`src/rtl/qos_ingress_pkg.sv`:
```
// Shared widths and FSM encoding for the qos ingress feeder.
package qos_ingress_pkg;
  localparam int QUEUE_QUANTITY_D = 4;
  localparam int BUF_WIDTH_D      = 3;
  localparam int HOLD_DEPTH_D     = 4;
  localparam int CNT_BITS_D       = 16;
  localparam int VC_W             = $clog2(QUEUE_QUANTITY_D);
  localparam int DATA_W           = BUF_WIDTH_D + 1;

  typedef enum logic [1:0] {
    ST_CFG   = 2'd0,
    ST_START = 2'd1,
    ST_RUN   = 2'd2
  } state_t;
endpackage

```
`src/rtl/qos_ingress_hold_fifo.sv`:
```
// Per-VC hold FIFO; head word is visible combinationally on o_data.
module qos_ingress_hold_fifo #(
  parameter int DW    = 4,
  parameter int DEPTH = 4
) (
  input  logic          clk,
  input  logic          rst,
  input  logic          i_wr,
  input  logic          i_rd,
  input  logic [DW-1:0] i_data,
  output logic [DW-1:0] o_data,
  output logic          o_full,
  output logic          o_empty
);
  localparam int AW = $clog2(DEPTH);

  logic [DW-1:0] r_mem [DEPTH];
  logic [AW:0]   r_wptr, r_rptr;

  // Extra pointer bit distinguishes full from empty.
  assign o_empty = (r_wptr == r_rptr);
  assign o_full  = (r_wptr[AW] != r_rptr[AW]) && (r_wptr[AW-1:0] == r_rptr[AW-1:0]);
  assign o_data  = r_mem[r_rptr[AW-1:0]];

  always_ff @(posedge clk or negedge rst) begin
    if (!rst) begin
      r_wptr <= '0;
      r_rptr <= '0;
    end else begin
      if (i_wr) r_wptr <= r_wptr + 1'b1;
      if (i_rd) r_rptr <= r_rptr + 1'b1;
    end
  end

  always_ff @(posedge clk) begin
    if (i_wr) r_mem[r_wptr[AW-1:0]] <= i_data;
  end
endmodule

```
`src/rtl/qos_ingress.sv`:
```
// Link-side feeder for qos: per-VC hold FIFOs, pause tracking, round-robin push.
module qos_ingress
  import qos_ingress_pkg::*;
#(
  parameter int QUEUE_QUANTITY = QUEUE_QUANTITY_D,
  parameter int BUF_WIDTH      = BUF_WIDTH_D,
  parameter int HOLD_DEPTH     = HOLD_DEPTH_D,
  parameter int CNT_BITS       = CNT_BITS_D,
  parameter int VW             = $clog2(QUEUE_QUANTITY),
  parameter int DW             = BUF_WIDTH + 1
) (
  input  logic                      clk,
  input  logic                      rst,
  input  logic                      enb,
  input  logic                      cfg_start,
  input  logic                      in_valid,
  input  logic [VW-1:0]             in_vc,
  input  logic [DW-1:0]             in_data,
  output logic                      in_ready,
  input  logic [QUEUE_QUANTITY-1:0] pausa,
  input  logic [QUEUE_QUANTITY-1:0] continuar,
  input  logic [QUEUE_QUANTITY-1:0] error_full,
  output logic                      iniciar,
  output logic                      push,
  output logic [VW-1:0]             vc_id,
  output logic [DW-1:0]             data_word,
  output logic [QUEUE_QUANTITY-1:0] paused,
  output logic [QUEUE_QUANTITY-1:0] err_sticky,
  output logic [CNT_BITS-1:0]       fwd_count
);
  state_t                           r_state, w_state_nxt;
  logic [QUEUE_QUANTITY-1:0]        r_paused, r_err;
  logic [VW-1:0]                    r_ptr, r_vc, w_win, w_ptr_nxt;
  logic [DW-1:0]                    r_data;
  logic                             r_push;
  logic [CNT_BITS-1:0]              r_cnt;
  logic [QUEUE_QUANTITY-1:0]        w_full, w_empty, w_elig, w_wr, w_rd;
  logic [QUEUE_QUANTITY-1:0][DW-1:0] w_head;
  logic                             w_run, w_any, w_pop, w_err_clr;

  for (genvar g = 0; g < QUEUE_QUANTITY; g++) begin : g_vc
    qos_ingress_hold_fifo #(.DW(DW), .DEPTH(HOLD_DEPTH)) u_fifo (
      .clk     (clk),
      .rst     (rst),
      .i_wr    (w_wr[g]),
      .i_rd    (w_rd[g]),
      .i_data  (in_data),
      .o_data  (w_head[g]),
      .o_full  (w_full[g]),
      .o_empty (w_empty[g])
    );
  end

  assign w_run    = enb && (r_state == ST_RUN);
  assign in_ready = w_run && !w_full[in_vc];
  // A VC paused this very cycle must not win this cycle.
  assign w_elig   = ~w_empty & ~r_paused & ~pausa;

  always_comb begin
    int j;
    j     = 0;
    w_any = 1'b0;
    w_win = r_ptr;
    for (int k = 0; k < QUEUE_QUANTITY; k++) begin
      j = int'(r_ptr) + k;
      if (j >= QUEUE_QUANTITY) j = j - QUEUE_QUANTITY;
      if (!w_any && w_elig[j]) begin
        w_any = 1'b1;
        w_win = VW'(j);
      end
    end
  end

  assign w_pop     = w_run && w_any;
  assign w_ptr_nxt = (w_win == VW'(QUEUE_QUANTITY - 1)) ? '0 : w_win + 1'b1;

  always_comb begin
    for (int i = 0; i < QUEUE_QUANTITY; i++) begin
      w_wr[i] = in_valid && in_ready && (in_vc == VW'(i));
      w_rd[i] = w_pop && (w_win == VW'(i));
    end
  end

  always_comb begin
    w_state_nxt = r_state;
    case (r_state)
      ST_CFG:   if (cfg_start) w_state_nxt = ST_START;
      ST_START: w_state_nxt = ST_RUN;
      ST_RUN:   w_state_nxt = ST_RUN;
      default:  w_state_nxt = ST_CFG;
    endcase
  end

  always_ff @(posedge clk or negedge rst) begin
    if (!rst)     r_state <= ST_CFG;
    else if (enb) r_state <= w_state_nxt;
  end

  assign w_err_clr = (r_state == ST_START) || ((r_state == ST_RUN) && cfg_start);

  always_ff @(posedge clk or negedge rst) begin
    if (!rst) begin
      r_paused <= '0;
      r_err    <= '0;
      r_ptr    <= '0;
      r_push   <= 1'b0;
      r_vc     <= '0;
      r_data   <= '0;
      r_cnt    <= '0;
    end else if (enb) begin
      r_paused <= (r_paused & ~continuar) | pausa;
      r_err    <= (w_err_clr ? '0 : r_err) | error_full;
      r_push   <= w_pop;
      if (w_pop) begin
        r_vc   <= w_win;
        r_data <= w_head[w_win];
        r_ptr  <= w_ptr_nxt;
        r_cnt  <= r_cnt + 1'b1;
      end
    end else begin
      // Clear so a stale push is not replayed when enable returns.
      r_push <= 1'b0;
    end
  end

  assign iniciar    = enb && (r_state == ST_START);
  assign push       = r_push && enb;
  assign vc_id      = r_vc;
  assign data_word  = r_data;
  assign paused     = r_paused;
  assign err_sticky = r_err;
  assign fwd_count  = r_cnt;
endmodule
```
`config.mk`:
```
export PLATFORM = sky130hd
export DESIGN_NAME = qos_ingress
export DESIGN_NICKNAME = d
export VERILOG_FILES = /design/src/rtl/qos_ingress_pkg.sv /design/src/rtl/qos_ingress_hold_fifo.sv /design/src/rtl/qos_ingress.sv
export SDC_FILE = /design/constraint.sdc
export NUM_CORES = 1
export LEC_CHECK = 0
export CAP_MARGIN = 25
export CORE_MARGIN = 2
export CORE_UTILIZATION = 50
export CTS_CLUSTER_DIAMETER = 100
export DETAILED_ROUTE_END_ITERATION = 8
export PLACE_DENSITY = 0.71
export RECOVER_POWER = 50
export SYNTH_ARGS = -nofsm -noshare
export SYNTH_HDL_FRONTEND = slang
export SYNTH_SLANG_ARGS = --single-unit
export TNS_END_PERCENT = 30
```
`constraint.sdc`:
```
create_clock -name clk -period 3.68 [get_ports clk]
set_input_delay 0.368 -clock clk [delete_from_list [all_inputs] [get_ports clk]]
set_output_delay 0.368 -clock clk [all_outputs]
set_load 0.05 [all_outputs]
```
## Word level (Yosys, flattened, before mapping)

Memories as Yosys holds them, arrays and structs flattened.
Cells that the tools add are included.

- $add $sub $neg: 17
- Magnitude comparators: 10
- Equality and inequality tests: 21
- Muxes and demuxes: 41
- Bitwise gates (word level): 9
- Reduce and logical (&&, ||, !) cells: 33

Operators with widths:

| operator | count |
|---|---|
| 32-bit by 4-bit < comparator with 1-bit output (second input constant) | 4 |
| 32-bit two-way mux | 4 |
| 3-bit by 1-bit adder with 3-bit output (second input constant) | 8 |
| 1-bit logical AND | 22 |
| 1-bit two-way mux | 22 |
| 16-bit by 1-bit adder with 16-bit output (second input constant) | 1 |
| 4-bit inverter | 4 |
| 4-bit AND | 3 |
| 3-bit equality test | 4 |
| 2-bit two-way mux | 6 |
| 3-bit by 3-bit subtractor with 4-bit output (second input constant) | 3 |
| 1-bit binary-select mux with 2-bit select | 5 |
| 2-bit equality test (second input constant) | 5 |
| 3-bit >= comparator (second input constant) | 3 |
| 4-bit binary-select mux with 2-bit select | 1 |
| 2-bit equality test | 4 |
| 4-bit two-way mux | 2 |
| 4-bit OR | 2 |
| 2-bit by 2-bit adder with 3-bit output (second input constant) | 2 |
| 2-bit by 1-bit equality test with 1-bit output (second input constant) | 3 |
| 2-bit logical NOT | 3 |
| 2-bit by 3-bit < comparator with 1-bit output (second input constant) | 2 |
| 1-bit logical NOT | 4 |
| 1-bit inequality test | 4 |
| other kinds (9) | 10 |

- Register bits: 59
- RAM bits: 64
- Bits of input ports: 23
- Output and inout bits: 33
- Word-level logic and storage cells: 151
- Memories: 4

Memories:

| name | depth | bits a word | read ports | clocked after memory_dff | write ports | RTL line | text |
|---|---|---|---|---|---|---|---|
| g_vc[0].u_fifo.r_mem | 4 | 4 | 1 | 0 | 1 | qos_ingress_hold_fifo.sv:17 | `logic [DW-1:0] r_mem [DEPTH];` |
| g_vc[1].u_fifo.r_mem | 4 | 4 | 1 | 0 | 1 | qos_ingress_hold_fifo.sv:17 |  |
| g_vc[2].u_fifo.r_mem | 4 | 4 | 1 | 0 | 1 | qos_ingress_hold_fifo.sv:17 |  |
| g_vc[3].u_fifo.r_mem | 4 | 4 | 1 | 0 | 1 | qos_ingress_hold_fifo.sv:17 |  |

## Depth between registers and ports, before layout

Gate-level depths: netlist (run 1).

- Depth after elaboration: 19
- Depth in mapped cells: 11
- Gate-level depth less buffers: 9

## Hierarchy

From an unflattened synthesis (run 1), not the netlist that was laid out.

- Cells, all modules: 374
- Area, all modules: 5,512.8 sq um

By module, submodules not included:

| module | times used | cells an instance | area each (sq um) | seq. area each (sq um) |
|---|---|---|---|---|
| qos_ingress_hold_fifo | 4 | 51 | 924.6 | 630.6 |
| qos_ingress | 1 | 170 | 1,814.2 | 875.8 |

## Worst setup path before layout (run 1)

No wires, ideal clock.

- Kind: register to register
- Start point: reg g_vc[3].u_fifo.r_rptr[0]
- End point: reg g_vc[2].u_fifo.r_rptr[1]
- Setup time: 0.125 ns
- Arrival: 2.442 ns
- Data required time: 3.555 ns
- Path slack: 1.114 ns
- Stages on the path, launching flop included: 12
- Buffers on the path: 2
- Clock period less this slack: 2.566 ns
- Path through: dfrtp_1 > buf_4 > xnor2_1 > a311oi_4 > nand2b_1 > o21ai_1 > a222oi_1 > buf_4 > inv_1 > ha_1 > nand2_1 > mux2_2

- Word-level cells in the longest chain between the ends: 19
- Elaborated cells on any way between the ends: 33
- Those cells by class: eq/ne: 2; mux: 20; bitwise: 3; reduce/logical: 8

RTL lines:

| item | RTL line | text |
|---|---|---|
| from (decl) | qos_ingress_hold_fifo.sv:18 | `logic [AW:0] r_wptr, r_rptr;` |
| from (signal assigned) | qos_ingress_hold_fifo.sv:31 | `if (i_rd) r_rptr <= r_rptr + 1'b1;` |
| 3-bit equality test (*) | qos_ingress_hold_fifo.sv:21 | `assign o_empty = (r_wptr == r_rptr);` |
| 4-bit inverter (*) | qos_ingress.sv:57 | `assign w_elig = ~w_empty & ~r_paused & ~pausa;` |
| 4-bit AND (*) (2 in series) | qos_ingress.sv:57 |  |
| 1-bit binary-select mux with 2-bit select | qos_ingress.sv:67 | `if (!w_any && w_elig[j]) begin` |
| 1-bit two-way mux (implied by the code) (2 in series) | qos_ingress.sv:67 |  |
| 1-bit two-way mux | qos_ingress.sv:67 |  |
| 1-bit logical NOT | qos_ingress.sv:67 |  |
| 1-bit logical AND | qos_ingress.sv:67 |  |
| (+2 left out) | - |  |
| 1-bit logical AND | qos_ingress.sv:67 |  |
| 1-bit two-way mux | qos_ingress.sv:67 |  |
| 1-bit logical NOT | qos_ingress.sv:67 |  |
| 1-bit logical AND | qos_ingress.sv:67 |  |
| 2-bit two-way mux (*) | qos_ingress.sv:67 |  |
| net w_win[0] | qos_ingress.sv:33 | `logic [VW-1:0] r_ptr, r_vc, w_win, w_ptr_nxt;` |
| 2-bit equality test (*) | qos_ingress.sv:80 | `w_rd[i] = w_pop && (w_win == VW'(i));` |
| 1-bit logical AND (*) | qos_ingress.sv:80 |  |
| to (signal assigned) | qos_ingress_hold_fifo.sv:31 |  |
| to (decl) | qos_ingress_hold_fifo.sv:18 |  |

Mark *: on every way through the listed nets, which the timed path passes. The rest lies on a longest branch. The select of a mux whose other input is x is not followed.
A chain may end at the register's enable or synchronous reset.

## Final worst setup path (run 1)

- Start point: reg g_vc[2].u_fifo.r_rptr[0]
- End point: out in_ready

- Word-level cells in the longest chain between the ends: 6

RTL lines:

| item | RTL line | text |
|---|---|---|
| 2-bit equality test | qos_ingress_hold_fifo.sv:22 | `assign o_full = (r_wptr[AW] != r_rptr[AW]) && (r_wptr[AW-1:0] == r_rptr[AW-1:0]);` |
| 1-bit logical AND | qos_ingress_hold_fifo.sv:22 |  |
| 1-bit binary-select mux with 2-bit select | qos_ingress.sv:55 | `assign in_ready = w_run && !w_full[in_vc];` |
| 1-bit two-way mux (implied by the code) | qos_ingress.sv:55 |  |
| 1-bit logical NOT | qos_ingress.sv:55 |  |
| 1-bit logical AND | qos_ingress.sv:55 |  |
| to (decl) | qos_ingress.sv:19 | `output logic in_ready,` |

Every way passes these cells. The select of a mux whose other input is x is not followed.

==> results of run 1 <==
==> worst paths after layout <==
path | startpoint | to | slack, ns | cells past startpoint
setup / recovery | g_vc[2].u_fifo.r_rptr[0] | in_ready | 0.53 | 5
hold / removal | continuar[2] | paused[2] | 0.43 | 3
setup reg to reg | g_vc[3].u_fifo.r_rptr[0] | g_vc[2].u_fifo.r_rptr[1] | 0.86 | 10
hold reg to reg | fwd_count[15] | fwd_count[15] | 0.47 | 1
max in group asynchronous | rst | r_push | 1.18 | 3
min in group asynchronous | rst | paused[2] | 0.97 | 2
==> stage by stage <==
step | setup WS (ns) | total power, mW | utilization | cells
global placement | 0.850 | 3.71 | 0.579 | 566
global route | 0.391 | 5.56 | 0.630 | 599
CTS | 0.521 | 5.33 | 0.631 | 599
detailed placement | 0.840 | 3.76 | 0.579 | 566
finish | 0.527 | 5.27 | 0.630 | 599
floorplan | 1.11 | 3.24 | - | 377
==> power by group <==
group	switching (mW)	internal [mW]	total, mW
Clock	0.642	0.905	1.55
Sequential	0.315	1.68	2.00
Combinational	0.965	0.755	1.72
==> area by class of cell <==
| type | count | area [um2] |
|---|---|---|
| sequential | 123 | 3400 |
| timing repair buffer | 62 | 589 |
| fill | 804 | 4010 |
| multi-input combinational | 225 | 2050 |
| clock inverter | 15 | 140 |
| inverter | 17 | 63.8 |
| clock buffer | 17 | 414 |
| tap | 140 | 175 |
==> Yosys cell counts (3+ instances only) <==
cell type / number / area share
xnor2_1: 30 / 0.047
mux4_2: 12 / 0.049
edfxtp_1: 64 / 0.35
nor3_1: 3 / 0.0027
xor2_1: 13 / 0.020
nand2_1: 22 / 0.015
and3_1: 7 / 0.0079
ha_1: 28 / 0.063
mux2_2: 10 / 0.020
nand3_1: 9 / 0.0081
clkbuf_1: 3 / 0.0020
o21ai_0: 6 / 0.0054
nor2_1: 11 / 0.0074
inv_1: 17 / 0.011
mux4_1: 4 / 0.019
mux2i_1: 12 / 0.022
nand2b_1: 3 / 0.0034
nand4_1: 6 / 0.0067
buf_2: 7 / 0.0063
a22o_1: 8 / 0.013
dfrtp_1: 59 / 0.27
and2_1: 16 / 0.018
a21oi_1: 6 / 0.0054
==> placed cells by master, fill, tap and decap left out, drive strengths merged, types with 8 or more instances in the layout <==
| cell | instances |
|---|---|
| clkbuf | 21 |
| mux4 | 16 |
| nor2 | 11 |
| nand2 | 22 |
| mux2i | 12 |
| inv | 22 |
| xnor2 | 30 |
| xor2 | 13 |
| mux2 | 12 |
| dlygate4sd3 | 11 |
| clkdlybuf4s50 | 44 |
| a22o | 8 |
| dfrtp | 59 |
| nand3 | 9 |
| and2 | 16 |
| ha | 28 |
| edfxtp | 64 |
==> logic make-up (layout without fill, tap and decap cells) <==
kind of cell,Yosys count,after routing,share of synthesized area
DFF,123,123,0.610
and+or+nand+nor,80,80,0.0743
xor gates and xnor gates,43,43,0.0676
muxes,40,40,0.113
AOI/OAI and AO/OA,34,34,0.0494
buffers and inverters,29,111,0.0225
adders and majority gates,28,28,0.0629
==> sequential cells by signal (all words and copies together), names as in the netlist <==
name,flops
g_vc.u_fifo.r_rptr,12
vc_id,2
r_state,2
fwd_count,16
paused,4
g_vc.u_fifo.r_wptr,12
r_ptr,2
g_vc.u_fifo.r_mem,64
err_sticky,4
r_push,1
data_word,4
==> worst max-delay path, delay by kind of cell, from the launching register on <==
kind            cells  cell delay (ns)
buf+inv             1             0.73
compound gates      2             0.62
xor+xnor            1             0.30
flops               1             0.51
simple gates        1             0.09
==> metal layers <==
| layer | wire, um | vias to the layer above | GRT usage |
|---|---|---|---|
| met5 | 0 | - | 0 |
| met4 | 152 | 0 | 0.0814 |
| met3 | 672 | 19 | 0.0640 |
| met1 | 4980 | 1588 | 0.253 |
| li1 | - | 1515 | - |
| met2 | 5060 | 105 | 0.295 |
==> flow_metrics.env, run 1 <==
export IMPL_cts_root_buf="clkbuf_8"
export IMPL_ys_types=40
export IMPL_postCtsHoldBufs=1
export IMPL_syn_nets=428
export IMPL_status="finished with violations"
export IMPL_max_stage_delay_ns=0.73
export IMPL_failed_checks="capacitance limit, slew limit"
export IMPL_die_area_um2=12000
export IMPL_worst_slew_pin_slew_ns=2.05
export IMPL_max_slew_margin=-0.368
export IMPL_whs_ns=0.433
export IMPL_core_region_area_um2=10800
export IMPL_htree_levels=4
export IMPL_grt_pass1_vias=3232
export IMPL_antennaDiodeCount=0
export IMPL_path_clk_slew_ns=0.06
export IMPL_ctsResizeCount=0
export IMPL_cts_setup_buffers=0
export IMPL_fin_setup_tns_ns=0
export IMPL_power_density_nw_per_um2=771
export IMPL_clockBufferDepth=2
export IMPL_ys_seq_elements=123
export IMPL_hp_class="in2reg"
export IMPL_syn_area_per_cell_um2=14.8
export IMPL_cts_buffers=17
export IMPL_syn_area_um2=5570
export IMPL_slew_violations=36
export IMPL_floorplan_initialDensity=0.514
export IMPL_async_reset_ff_frac=0.480
export IMPL_routed_wl_um=10900
export IMPL_clkLatencyLatePin_ns=0.53
export IMPL_clock_sinks=123
export IMPL_postRouteAntennaNets=0
export IMPL_grt_max_degree=36
export IMPL_cpMaxStageDelayCell="clkdlybuf4s50_1"
export IMPL_grt_pass1_wl_um=16600
export IMPL_hold_viol_final=0
export IMPL_rsz0062_at_grt="no"
export IMPL_critPathKind="reg2out"
export IMPL_hpwl_um=7600
export IMPL_rows=38
export IMPL_area_growth_pct=22.6
export IMPL_cp_start_kind="register"
export IMPL_die_y_um=110
export IMPL_die_x_um=110
export IMPL_critPathArrivalTime_ns=2.79
export IMPL_setup_viol=0
export IMPL_drv_cap=1
export IMPL_grt_overflow=0
export IMPL_drive_gt1_frac=0.135
export IMPL_required_ns=3.31
export IMPL_postLayoutCellArea_um2=6830
export IMPL_antenna_found_initial=0
export IMPL_ys_warnings_count=0
export IMPL_ys_flop_type="edfxtp_1"
export IMPL_period_needed_ns=3.15
export IMPL_io_buffers=55
export IMPL_drc_errors=0
export IMPL_first_iter_violations=173
export IMPL_p_leak_nw=2.75
export IMPL_ios=56
export IMPL_drt_pass1_iter_count=6
export IMPL_synth_cells=377
export IMPL_worstPathMaxFanout=7
export IMPL_cts_tree="built"
export IMPL_ys_seq_area_frac=0.610
export IMPL_wire_per_inst_um=18.2
export IMPL_fmax_ghz=0.317
export IMPL_critical_path_cell_chain="xnor2_1, nand2_1, o31ai_1, a21oi_1, clkdlybuf4s50_1"
export IMPL_gp_congestion=0.822
export IMPL_worst_clock_skew_ns=0.00714
export IMPL_vias=3227
export IMPL_max_vdd_ir_drop_v=0.000439
export IMPL_finalNetCount=497
export IMPL_viasPerCell=5.39
export IMPL_end_kind="output pin"
export IMPL_grt_usage=0.193
export IMPL_synth_edf_count=64
export IMPL_fin_crit_sh=0.857
export IMPL_placed_area_um2=6270
Power figures use the tool's default switching activity.
==> run 2: changes to the inputs <==
SKIP_CTS_REPAIR_TIMING = 1   (was default)
==> run 2 against run 1 <==
- the run still ends with capacitance limit, slew limit left
- final area decreased by 0.16%
- critical path type unchanged
- critical endpoint unchanged
- largest power group unchanged
- via count about the same
- wire length increased by 0.35%
==> flow_metrics.env, run 2 (synthesis gave the netlist of run 1 again) <==
export IMPL_status="finished with violations"
export IMPL_failed_checks="capacitance limit, slew limit"
export IMPL_rsz0062_at_grt="no"
export IMPL_grt_pass1_wl_um=16600
export IMPL_worst_slew_pin_slew_ns=2.03
export IMPL_vias=3224
export IMPL_postRouteAntennaNets=0
export IMPL_slew_violations=36
export IMPL_viasPerCell=5.39
export IMPL_drive_gt1_frac=0.133
export IMPL_wl_met3_um=647
export IMPL_worst_clock_skew_ns=0.00786
export IMPL_instances_no_fill=598
export IMPL_area_growth_pct=22.4
export IMPL_max_slew_margin=-0.354
export IMPL_p_sw_frac=0.365
export IMPL_antenna_found_initial=0
export IMPL_worstPathMaxFanout=7
export IMPL_die_area_um2=12000
export IMPL_final_util=0.629
export IMPL_rows=38
export IMPL_wire_per_inst_um=18.2
export IMPL_hpwl_um=7600
export IMPL_power_density_nw_per_um2=772
export IMPL_floorplan_initialDensity=0.514
export IMPL_first_iter_violations=194
export IMPL_dpl_cell_count=566
export IMPL_p_leak_nw=2.74
export IMPL_met1_length_um=4960
export IMPL_path_clk_slew_ns=0.06
export IMPL_core_region_area_um2=10800
export IMPL_largest_reg_flops=64
export IMPL_grt_usage=0.193
export IMPL_drv_cap=1
export IMPL_cts_tree="built"
export IMPL_grt_overflow=0
export IMPL_grt_max_degree=36
export IMPL_top_layer_used="met4"
export IMPL_p_sw_mw=1.92
export IMPL_postLayoutCellArea_um2=6820
export IMPL_final_common_cell="edfxtp_1"
export IMPL_gp_congestion=0.822
export IMPL_wl_met2_um=5120
export IMPL_cts_root_buf="clkbuf_8"
export IMPL_critPathKind="reg2out"
export IMPL_pwr_share_clk=0.294
export IMPL_placed_area_um2=6270
export IMPL_antennaDiodeCount=0
export IMPL_end_kind="output pin"
export IMPL_max_vdd_ir_drop_v=0.000438
export IMPL_die_x_um=110
export IMPL_setup_viol=0
export IMPL_hold_viol_final=0
export IMPL_io_buffers=55
export IMPL_clock_sinks=123
export IMPL_p_seq_frac=0.379
export IMPL_combPwrFrac=0.327
export IMPL_finalPower_mw=5.26
export IMPL_cts_buffers=17
export IMPL_period_needed_ns=3.13
export IMPL_routed_wl_um=10900
export IMPL_htree_levels=4
export IMPL_fmax_ghz=0.319
export IMPL_grt_pass1_vias=3231
export IMPL_finalNetCount=496
export IMPL_critPathArrivalTime_ns=2.77
export IMPL_hp_class="in2async"
export IMPL_drt_pass1_iter_count=4
export IMPL_cp_start_kind="register"
export IMPL_drc_errors=0
export IMPL_clockBufferDepth=2
export IMPL_fin_crit_sh=0.852
export IMPL_p_int_mw=3.34
export IMPL_ios=56
export IMPL_fin_setup_tns_ns=0
export IMPL_layout_common_cells="edfxtp_1 (64), dfrtp_1 (59), clkdlybuf4s50_1 (44)"
export IMPL_clkLatencyLatePin_ns=0.53
export IMPL_required_ns=3.31
export IMPL_die_y_um=110
==> run 2: area by class of cell <==
type / count / area [um2]
clock buffers: 17 / 414
inverters: 17 / 63.8
flip-flops and latches: 123 / 3400
well taps: 140 / 175
repair buffers: 61 / 578
multi-input cells: 225 / 2050
fillers: 809 / 4020
clock inverters: 15 / 140
==> run 2: path summary, 6_finish.rpt <==
kind / startpoint / endpoint / slack, ns / cells past startpoint
min in group clk: continuar[2] / paused[2] / 0.43 / 3
worst max register to register: g_vc[3].u_fifo.r_rptr[0] / g_vc[2].u_fifo.r_rptr[1] / 0.87 / 10
worst max-delay path: g_vc[2].u_fifo.r_rptr[0] / in_ready / 0.55 / 5
worst min-delay path: rst / r_state[0] / 0.42 / 1
worst min register to register: fwd_count[15] / fwd_count[15] / 0.47 / 1
max in group asynchronous: rst / r_push / 1.21 / 2
==> run 2: power by group through the flow <==
stage	Clock [mW]	Sequential [mW]	Combinational, mW
CTS	1.57	2.00	1.75
detailed placement	0	2.03	1.74
global route	1.64	2.04	1.88
floorplan	0	2.17	1.07
finish	1.55	2.00	1.72
global placement	0	2.01	1.70
==> run 2: critical path, stage by stage, from the launching register on <==
cell and delay, ns:
dfrtp_1 0.51, xnor2_1 0.30, nand2_1 0.09, o31ai_1 0.46
a21oi_1 0.15, clkdlybuf4s50_1 0.73
==> run 2: through the flow <==
step / hold WS (ns) / setup WS [ns]
floorplan: 0.0724 / 1.11
global placement: 0.457 / 0.850
detailed placement: 0.463 / 0.840
CTS: -0.0460 / 0.521
global route: 0.454 / 0.391
finish: 0.416 / 0.546
==> run 2: per-layer routing <==
layer	vias up	GRT usage
li1	1508	-
met1	1597	0.251
met2	101	0.299
met3	18	0.0640
met4	0	0.0814
met5	-	0
